--- src/rtl/stream_rr_arbiter.sv ---
// Packet-aware round-robin arbiter: merges NREQ valid/ready streams onto one
// registered output stream, holding the grant until the end-of-packet beat.
module stream_rr_arbiter #(
    parameter int NREQ   = 4,
    parameter int DWIDTH = 8,
    localparam int IDW   = $clog2(NREQ)
) (
    input  logic                     clk,
    input  logic                     rst_n,
    input  logic [NREQ-1:0]          s_valid,
    output logic [NREQ-1:0]          s_ready,
    input  logic [NREQ*DWIDTH-1:0]   s_data,
    input  logic [NREQ-1:0]          s_last,
    output logic                     m_valid,
    input  logic                     m_ready,
    output logic [DWIDTH-1:0]        m_data,
    output logic                     m_last,
    output logic [IDW-1:0]           m_id,
    output logic                     busy
);

    // Handshake: a beat moves on any interface when valid and ready are both
    // high at a rising edge; s_ready is combinational and one-hot or zero.

    typedef enum logic {IDLE, LOCK} state_t;

    state_t            state, state_next;
    logic [IDW-1:0]    ptr, ptr_next, gnt, gnt_next;
    logic [IDW-1:0]    winner, sel;
    logic              found, load_en, take;
    logic [DWIDTH-1:0] s_beat [NREQ];

    for (genvar g = 0; g < NREQ; g++) begin : g_unpack
        assign s_beat[g] = s_data[g*DWIDTH +: DWIDTH];
    end

    // Rotating search starting one past the last packet's owner.
    always_comb begin : pick
        logic [IDW-1:0] cand;
        winner = '0;
        found  = 1'b0;
        cand   = '0;
        for (int k = 1; k <= NREQ; k++) begin
            cand = IDW'((int'(ptr) + k) % NREQ);
            if (!found && s_valid[cand]) begin
                found  = 1'b1;
                winner = cand;
            end
        end
    end

    always_comb begin : fsm_next
        load_en    = ~m_valid | m_ready;
        sel        = (state == LOCK) ? gnt : winner;
        s_ready    = '0;
        state_next = state;
        ptr_next   = ptr;
        gnt_next   = gnt;
        if (rst_n && load_en && (state == LOCK || found)) begin
            s_ready[sel] = 1'b1;
        end
        take = |(s_valid & s_ready);
        if (take) begin
            case (state)
                IDLE: begin
                    if (s_last[sel]) begin
                        ptr_next = sel;
                    end else begin
                        state_next = LOCK;
                        gnt_next   = sel;
                    end
                end
                LOCK: begin
                    if (s_last[sel]) begin
                        state_next = IDLE;
                        ptr_next   = sel;
                    end
                end
                default: state_next = IDLE;
            endcase
        end
    end

    always_ff @(posedge clk) begin : fsm_reg
        if (!rst_n) begin
            state <= IDLE;
            ptr   <= IDW'(NREQ - 1);
            gnt   <= '0;
        end else begin
            state <= state_next;
            ptr   <= ptr_next;
            gnt   <= gnt_next;
        end
    end

    // Output register: reloads whenever it is empty or being drained.
    always_ff @(posedge clk) begin : out_reg
        if (!rst_n) begin
            m_valid <= 1'b0;
            m_data  <= '0;
            m_last  <= 1'b0;
            m_id    <= '0;
        end else if (load_en) begin
            m_valid <= take;
            if (take) begin
                m_data <= s_beat[sel];
                m_last <= s_last[sel];
                m_id   <= sel;
            end
        end
    end

    assign busy = (state == LOCK);

endmodule
--- config.mk ---
export PLATFORM = sky130hd
export DESIGN_NAME = stream_rr_arbiter
export DESIGN_NICKNAME = d
export VERILOG_FILES = /design/src/rtl/stream_rr_arbiter.sv
export SDC_FILE = /design/constraint.sdc
export NUM_CORES = 1
export LEC_CHECK = 0
export ABC_AREA = 1
export CAP_MARGIN = 10
export CORE_UTILIZATION = 35
export DETAILED_ROUTE_END_ITERATION = 10
export PLACE_DENSITY = 0.68
export SYNTH_ARGS = -nofsm -noshare
export SYNTH_HDL_FRONTEND = slang
export SYNTH_SLANG_ARGS = --single-unit
--- constraint.sdc ---
create_clock -name clk -period 2.15 [get_ports clk]
set_input_delay 0.43 -clock clk [delete_from_list [all_inputs] [get_ports clk]]
set_output_delay 0.43 -clock clk [all_outputs]
set_load 0.01 [all_outputs]
Yosys cells after proc, flatten, opt, wreduce, memory -nomap -nowiden
Cells that the tools add are included.
{"block": "classes", "n_addsub": 4, "n_mul": 0, "n_div": 0, "magnitude_cmp": 7, "eq_ne": 0, "shift": 0, "mux": 27, "bitwise": 6, "n_reduce_logical": 14}
{"op": "binary-select mux 8 bit (select 2 bit)", "n": 1}
{"op": "2-to-1 mux 8 bit", "n": 2}
{"op": "less-than comparator 2 x 3 -> 1 bit (second input constant)", "n": 5}
{"op": "2-to-1 mux 2 bit", "n": 6}
{"op": "2-to-1 mux 1 bit", "n": 11}
{"op": "binary-select mux 1 bit (select 2 bit)", "n": 5}
{"op": "logical AND 1 bit", "n": 6}
{"op": "adder 2 x 1 -> 2 bit (second input constant)", "n": 2}
{"op": "adder 2 bit (second input constant)", "n": 2}
{"op": "AND 4 bit", "n": 1}
{"op": "2-to-1 mux 4 bit", "n": 1}
{"op": "AND reduction 2 bit", "n": 2}
{"op": "OR reduction 4 bit", "n": 1}
{"op": "greater-or-equal comparator 3 bit (second input constant)", "n": 1}
{"op": "zero test 1 bit", "n": 3}
{"op": "inverter 1 bit", "n": 3}
{"op": "inverter 2 -> 3 bit", "n": 1}
{"op": "AND reduction 3 bit", "n": 1}
{"op": "demux 1 bit (select 2 bit)", "n": 1}
{"op": "greater-or-equal comparator 2 x 1 -> 1 bit (second input constant)", "n": 1}
{"op": "logical OR 1 bit", "n": 1}
{"op": "bitwise OR 1 bit", "n": 1}
{"block": "totals", "ff_bits": 17, "latchBits": 0, "ramBits": 0, "rom_bits": 0, "output_inout_bits": 17, "n_memories": 0}

Depth between registers and ports, before layout
{"block": "logic_depth", "depth_word": 22, "ltp_mapped": 20, "mapped_depth_nobuf": 20}

Worst setup path after synthesis
OpenSTA, ideal clock, no wires.
{"block": "synth_path", "kind": "register to register", "start": "register ptr[0]", "end": "register state, in the netlist busy", "setup_ps": 116, "arrival_ps": 1830, "required_time_ps": 2034, "slack_ps": 205, "path_stages_with_launch": 19, "n_path_buf": 2, "cell_sequence": "dfxtp_1 > buf_4 > nand2_2 > nand2_1 > nand2_1 > nand2_1 > nor2_4 > nand3_2 > nand2_2 > inv_2 > nand2_4 > nand2_8 > nand3_1 > nor2_2 > nor2_4 > nand2_4 > buf_12 > o21ai_1 > nor2_1"}
{"block": "synth_between", "elab_chain_len": 21, "elab_cells_between_ends": 40, "classes_between": "add/sub: 4; order compare: 2; mux: 23; bitwise: 1; reduce/logical: 10"}
{"element": "from (decl)", "line_no": "28", "text": "logic [IDW-1:0] ptr, ptr_next, gnt, gnt_next;"}
{"element": "from (signal assigned)", "line_no": "87", "text": "ptr <= IDW'(NREQ - 1);"}
{"element": "from (signal assigned)", "line_no": "91", "text": "ptr <= ptr_next;"}
{"element": "adder 2 x 1 -> 2 bit", "line_no": "44", "text": "cand = IDW'((int'(ptr) + k) % NREQ);"}
{"element": "binary-select mux 1 bit (select 2 bit)", "line_no": "45", "text": "if (!found && s_valid[cand]) begin"}
{"element": "2-to-1 mux 1 bit (not written as such)", "line_no": "45"}
{"element": "2-to-1 mux 1 bit", "line_no": "45"}
{"element": "zero test 1 bit", "line_no": "45"}
{"element": "logical AND 1 bit", "line_no": "45"}
{"element": "2-to-1 mux 1 bit", "line_no": "45"}
{"element": "zero test 1 bit", "line_no": "45"}
{"element": "[... 5 more ...]"}
{"element": "2-to-1 mux 2 bit", "line_no": "54", "text": "sel = (state == LOCK) ? gnt : winner;"}
{"element": "less-than comparator 2 x 3 -> 1 bit (not written as such) / greater-or-equal comparator 2 x 1 -> 1 bit (equally long branches)", "line_no": "60", "text": "s_ready[sel] = 1'b1;"}
{"element": "logical AND 1 bit (not written as such)", "line_no": "60"}
{"element": "2-to-1 mux 1 bit (not written as such)", "line_no": "60"}
{"element": "demux 1 bit (select 2 bit)", "line_no": "60"}
{"element": "2-to-1 mux 4 bit", "line_no": "59", "text": "if (rst_n && load_en && (state == LOCK || found)) begin"}
{"element": "AND 4 bit", "line_no": "62", "text": "take = |(s_valid & s_ready);"}
{"element": "OR reduction 4 bit", "line_no": "62"}
{"element": "to (signal assigned)", "line_no": "90", "text": "state <= state_next;"}
{"element": "to (decl)", "line_no": "27", "text": "state_t state, state_next;"}
Parallel ways exist; a longest one is shown, timed or not. The select of a mux whose other input is x is not followed.
A chain may end at the register's enable or synchronous reset.

Worst setup path after layout
{"block": "layout_path", "start": "register ptr[0]", "end": "output port s_ready[0]"}
{"block": "layout_between", "elab_chain_len": 19, "elab_cells_between_ends": 35, "classes_between": "add/sub: 4; order compare: 2; mux: 20; reduce/logical: 9"}
{"element": "adder 2 x 1 -> 2 bit", "line_no": "44"}
{"element": "binary-select mux 1 bit (select 2 bit)", "line_no": "45"}
{"element": "2-to-1 mux 1 bit (not written as such)", "line_no": "45"}
{"element": "2-to-1 mux 1 bit", "line_no": "45"}
{"element": "zero test 1 bit", "line_no": "45"}
{"element": "logical AND 1 bit", "line_no": "45"}
{"element": "2-to-1 mux 1 bit", "line_no": "45"}
{"element": "zero test 1 bit", "line_no": "45"}
{"element": "[... 3 more ...]"}
{"element": "logical AND 1 bit", "line_no": "45"}
{"element": "2-to-1 mux 2 bit", "line_no": "45"}
{"element": "2-to-1 mux 2 bit", "line_no": "54"}
{"element": "less-than comparator 2 x 3 -> 1 bit (not written as such) / greater-or-equal comparator 2 x 1 -> 1 bit (equally long branches)", "line_no": "60"}
{"element": "logical AND 1 bit (not written as such)", "line_no": "60"}
{"element": "2-to-1 mux 1 bit (not written as such)", "line_no": "60"}
{"element": "demux 1 bit (select 2 bit)", "line_no": "60"}
{"element": "2-to-1 mux 4 bit (*)", "line_no": "59"}
{"element": "to (decl)", "line_no": "11", "text": "output logic [NREQ-1:0] s_ready,"}
Mark *: on every way between the ends. The rest lies on a longest branch, timed or not. The select of a mux whose other input is x is not followed.

==> metrics.txt <==
clock-pin slew on the worst setup and hold paths=70 ps; failing checks=setup timing; Yosys top cell by area=dfxtp_1; fin crit period=2340 ps; ANT nets after route=0; wire length per cell=12.5 µm; initial core utilization=0.377; grt total ovfl=0; Fin. Hold Viols=0; setup violators final=21; Num CTS Buffers=3; Ys Warns=0; I/O pin cnt=60; RSZ-0062 raised after global routing=yes; Die Y=65.7 µm; routed wire length=4730 µm; core footprint=3770 µm²; Mapped Area=1420 µm²; main flop type after synthesis=dfxtp_1; H-tree depth=1; pre-CTS setup slack=-803 ps; DR pass1 iterations=4; Max-slew headroom=0.778; synth-to-layout area growth=90.9%; clk_skew=3.27 ps; startpoint types=flop; FF+latch area=348 µm²; GR Util All Layers=0.217; worst skew pair latency=260 ps; Slew Limit Fails=0; Nets=374; R2R depth=17; PortBufs=59; syn_nets=271; Worst Hold Class=reg2reg; worst-margin pin slew=333 ps; worst-path fanout max=8; via count of the first global-routing pass=1749; initial antenna violation count=0; reg2reg setup slack=-170 ps; Worst EP required=1720 ps; clk buf depth=2; hold slack=489 ps; Filler cells=314; first-pass GRT wire length=7200 µm; post-synthesis cell count=228; Max Cap Viol=0; Crit Path Class=reg2out; hold buffer count at cts=0; top cells by area, synth=dfxtp_1 (24%), nand2_1 (22%), nor2_1 (6.6%); CTS tree=built; period utilization=1.09; clock root buffer=clkbuf_8; CTS Sinks=17; number of synthesized flops with an enable pin=0; # DRC=0; RR Startpoint=ptr[0]; Crit path arrival time=1910 ps; status=finished with violations; Worst Slack Setup Final=-191 ps; row count=22; DRT iter0 DRCs=79; highest clock rate=0.427 GHz; vias per cell=4.87; Seq/Total Area, Yosys=0.240; CP endpoint kind=output port; Synth cell types=27; Die Span X=65.7 µm; ANT cells=0; detailed-route via count=1840; Synth top area share=0.240; largest net degree at the start of global routing=14; GP Congestion=0.815; Synth Register Bits=17; crit path capture=s_ready[0]; Multi-input gate area=1190 µm²; layout cells sized above 1=0.421; Die Footprint=4320 µm²; Post-Syn Area per Cell=6.23 µm²; Worst R2R End=ptr[1]; final core occ=0.719; dpl hpwl=3410 µm; Worst Setup SP=ptr[0]; async set or reset register ratio after synthesis=0
[timing repair]
action,4_1_cts,5_1_grt
resized for setup,57,51
endpoints found under the setup margin,21,21
pin swaps,14,24
buffers inserted,13,2
[layout by cell type, fill, tap and decap left out, drive strengths merged]
master         count
nand2            102
clkdlybuf4s50     51
buf               47
nor2              34
inv               22
dfxtp             17
nand3             17
o21ai             12
nand4             11
a21oi              4
clkbuf             3
dlygate4sd2        3
clkinv             2
nor3               2
a21boi             1
nand3b             1
clkdlybuf4s15      1
[routing by layer]
layer / part of all wire / up-vias / wire length [µm] / global-route usage
li1: - / 933 / - / -
met1: 0.40 / 829 / 1870 / 0.241
met2: 0.51 / 68 / 2420 / 0.386
met3: 0.074 / 10 / 352 / 0.0747
met4: 0.018 / 0 / 86 / 0.0598
met5: 0 / - / 0 / 0
[flip-flops by register name (all words and copies together) (netlist names)]
| signal | cells |
|---|---|
| m_last | 1 |
| m_data | 8 |
| gnt | 2 |
| ptr | 2 |
| busy | 1 |
| m_valid | 1 |
| m_id | 2 |
[area by class of cell]
class / instances / area share
inverter: 23 / 0.0360
timing repair buffer: 102 / 0.359
clock inverter: 1 / 0.00185
multi-input combinational: 184 / 0.437
sequential: 17 / 0.128
clock buffer: 3 / 0.0152
tap: 48 / 0.0222
[cells by family (layout without fill, tap and decap cells)]
family	Yosys count	count (layout)	synth area share
flip-flops	17	17	0.240
AO/OA/AOI/OAI	17	17	0.0828
buffers and inverters	27	129	0.0916
AND/OR/NAND/NOR	167	167	0.586
[per-stage QoR]
stage | cell area [µm²] | setup TNS (ps) | std cells
2_1_floorplan | 1420 | 0 | 228
3_3_place_gp | 2250 | -11800 | 359
3_5_place_dp | 2250 | -12210 | 359
4_1_cts | 2480 | -396 | 376
5_1_grt | 2710 | -5200 | 378
6_report | 2710 | -2710 | 378
[worst max-delay path, cell delays in order (launching register included)]
cell	delay, ps
dfxtp_4	360
buf_12	150
nand2_4	70
nand2_4	60
nand2_4	90
nand2_4	60
nor2_4	140
nand3_2	100
nand2_4	100
inv_2	40
nand2_4	80
nand2_8	80
nor3_4	170
buf_2	150
[worst min-delay path by stage]
| stage | startpoint | cells after the start | to |
|---|---|---|---|
| after floorplan | m_last | 2 | m_last |
| after global placement | m_id[0] | 2 | m_id[0] |
| after detailed placement | m_last | 2 | m_last |
| after CTS | m_id[0] | 2 | m_id[0] |
| after global routing | m_last | 2 | m_last |
| final | m_id[0] | 2 | m_id[0] |
[synth_stat cells (2+ instances only)]
| library cell | n |
|---|---|
| a21oi_1 | 3 |
| nand4_1 | 11 |
| nand3_2 | 3 |
| nor2_1 | 25 |
| nor2_2 | 5 |
| nand3_1 | 14 |
| nor3_1 | 2 |
| nor2_4 | 3 |
| inv_2 | 7 |
| nand2_2 | 12 |
| inv_1 | 15 |
| nand2_4 | 5 |
| nand2_1 | 84 |
| o21ai_1 | 4 |
| o21ai_2 | 7 |
| dfxtp_1 | 17 |
Power is left out: the tool's default activity adds up to more than one toggle a clock period on the data nets, which glitch-free logic cannot reach.
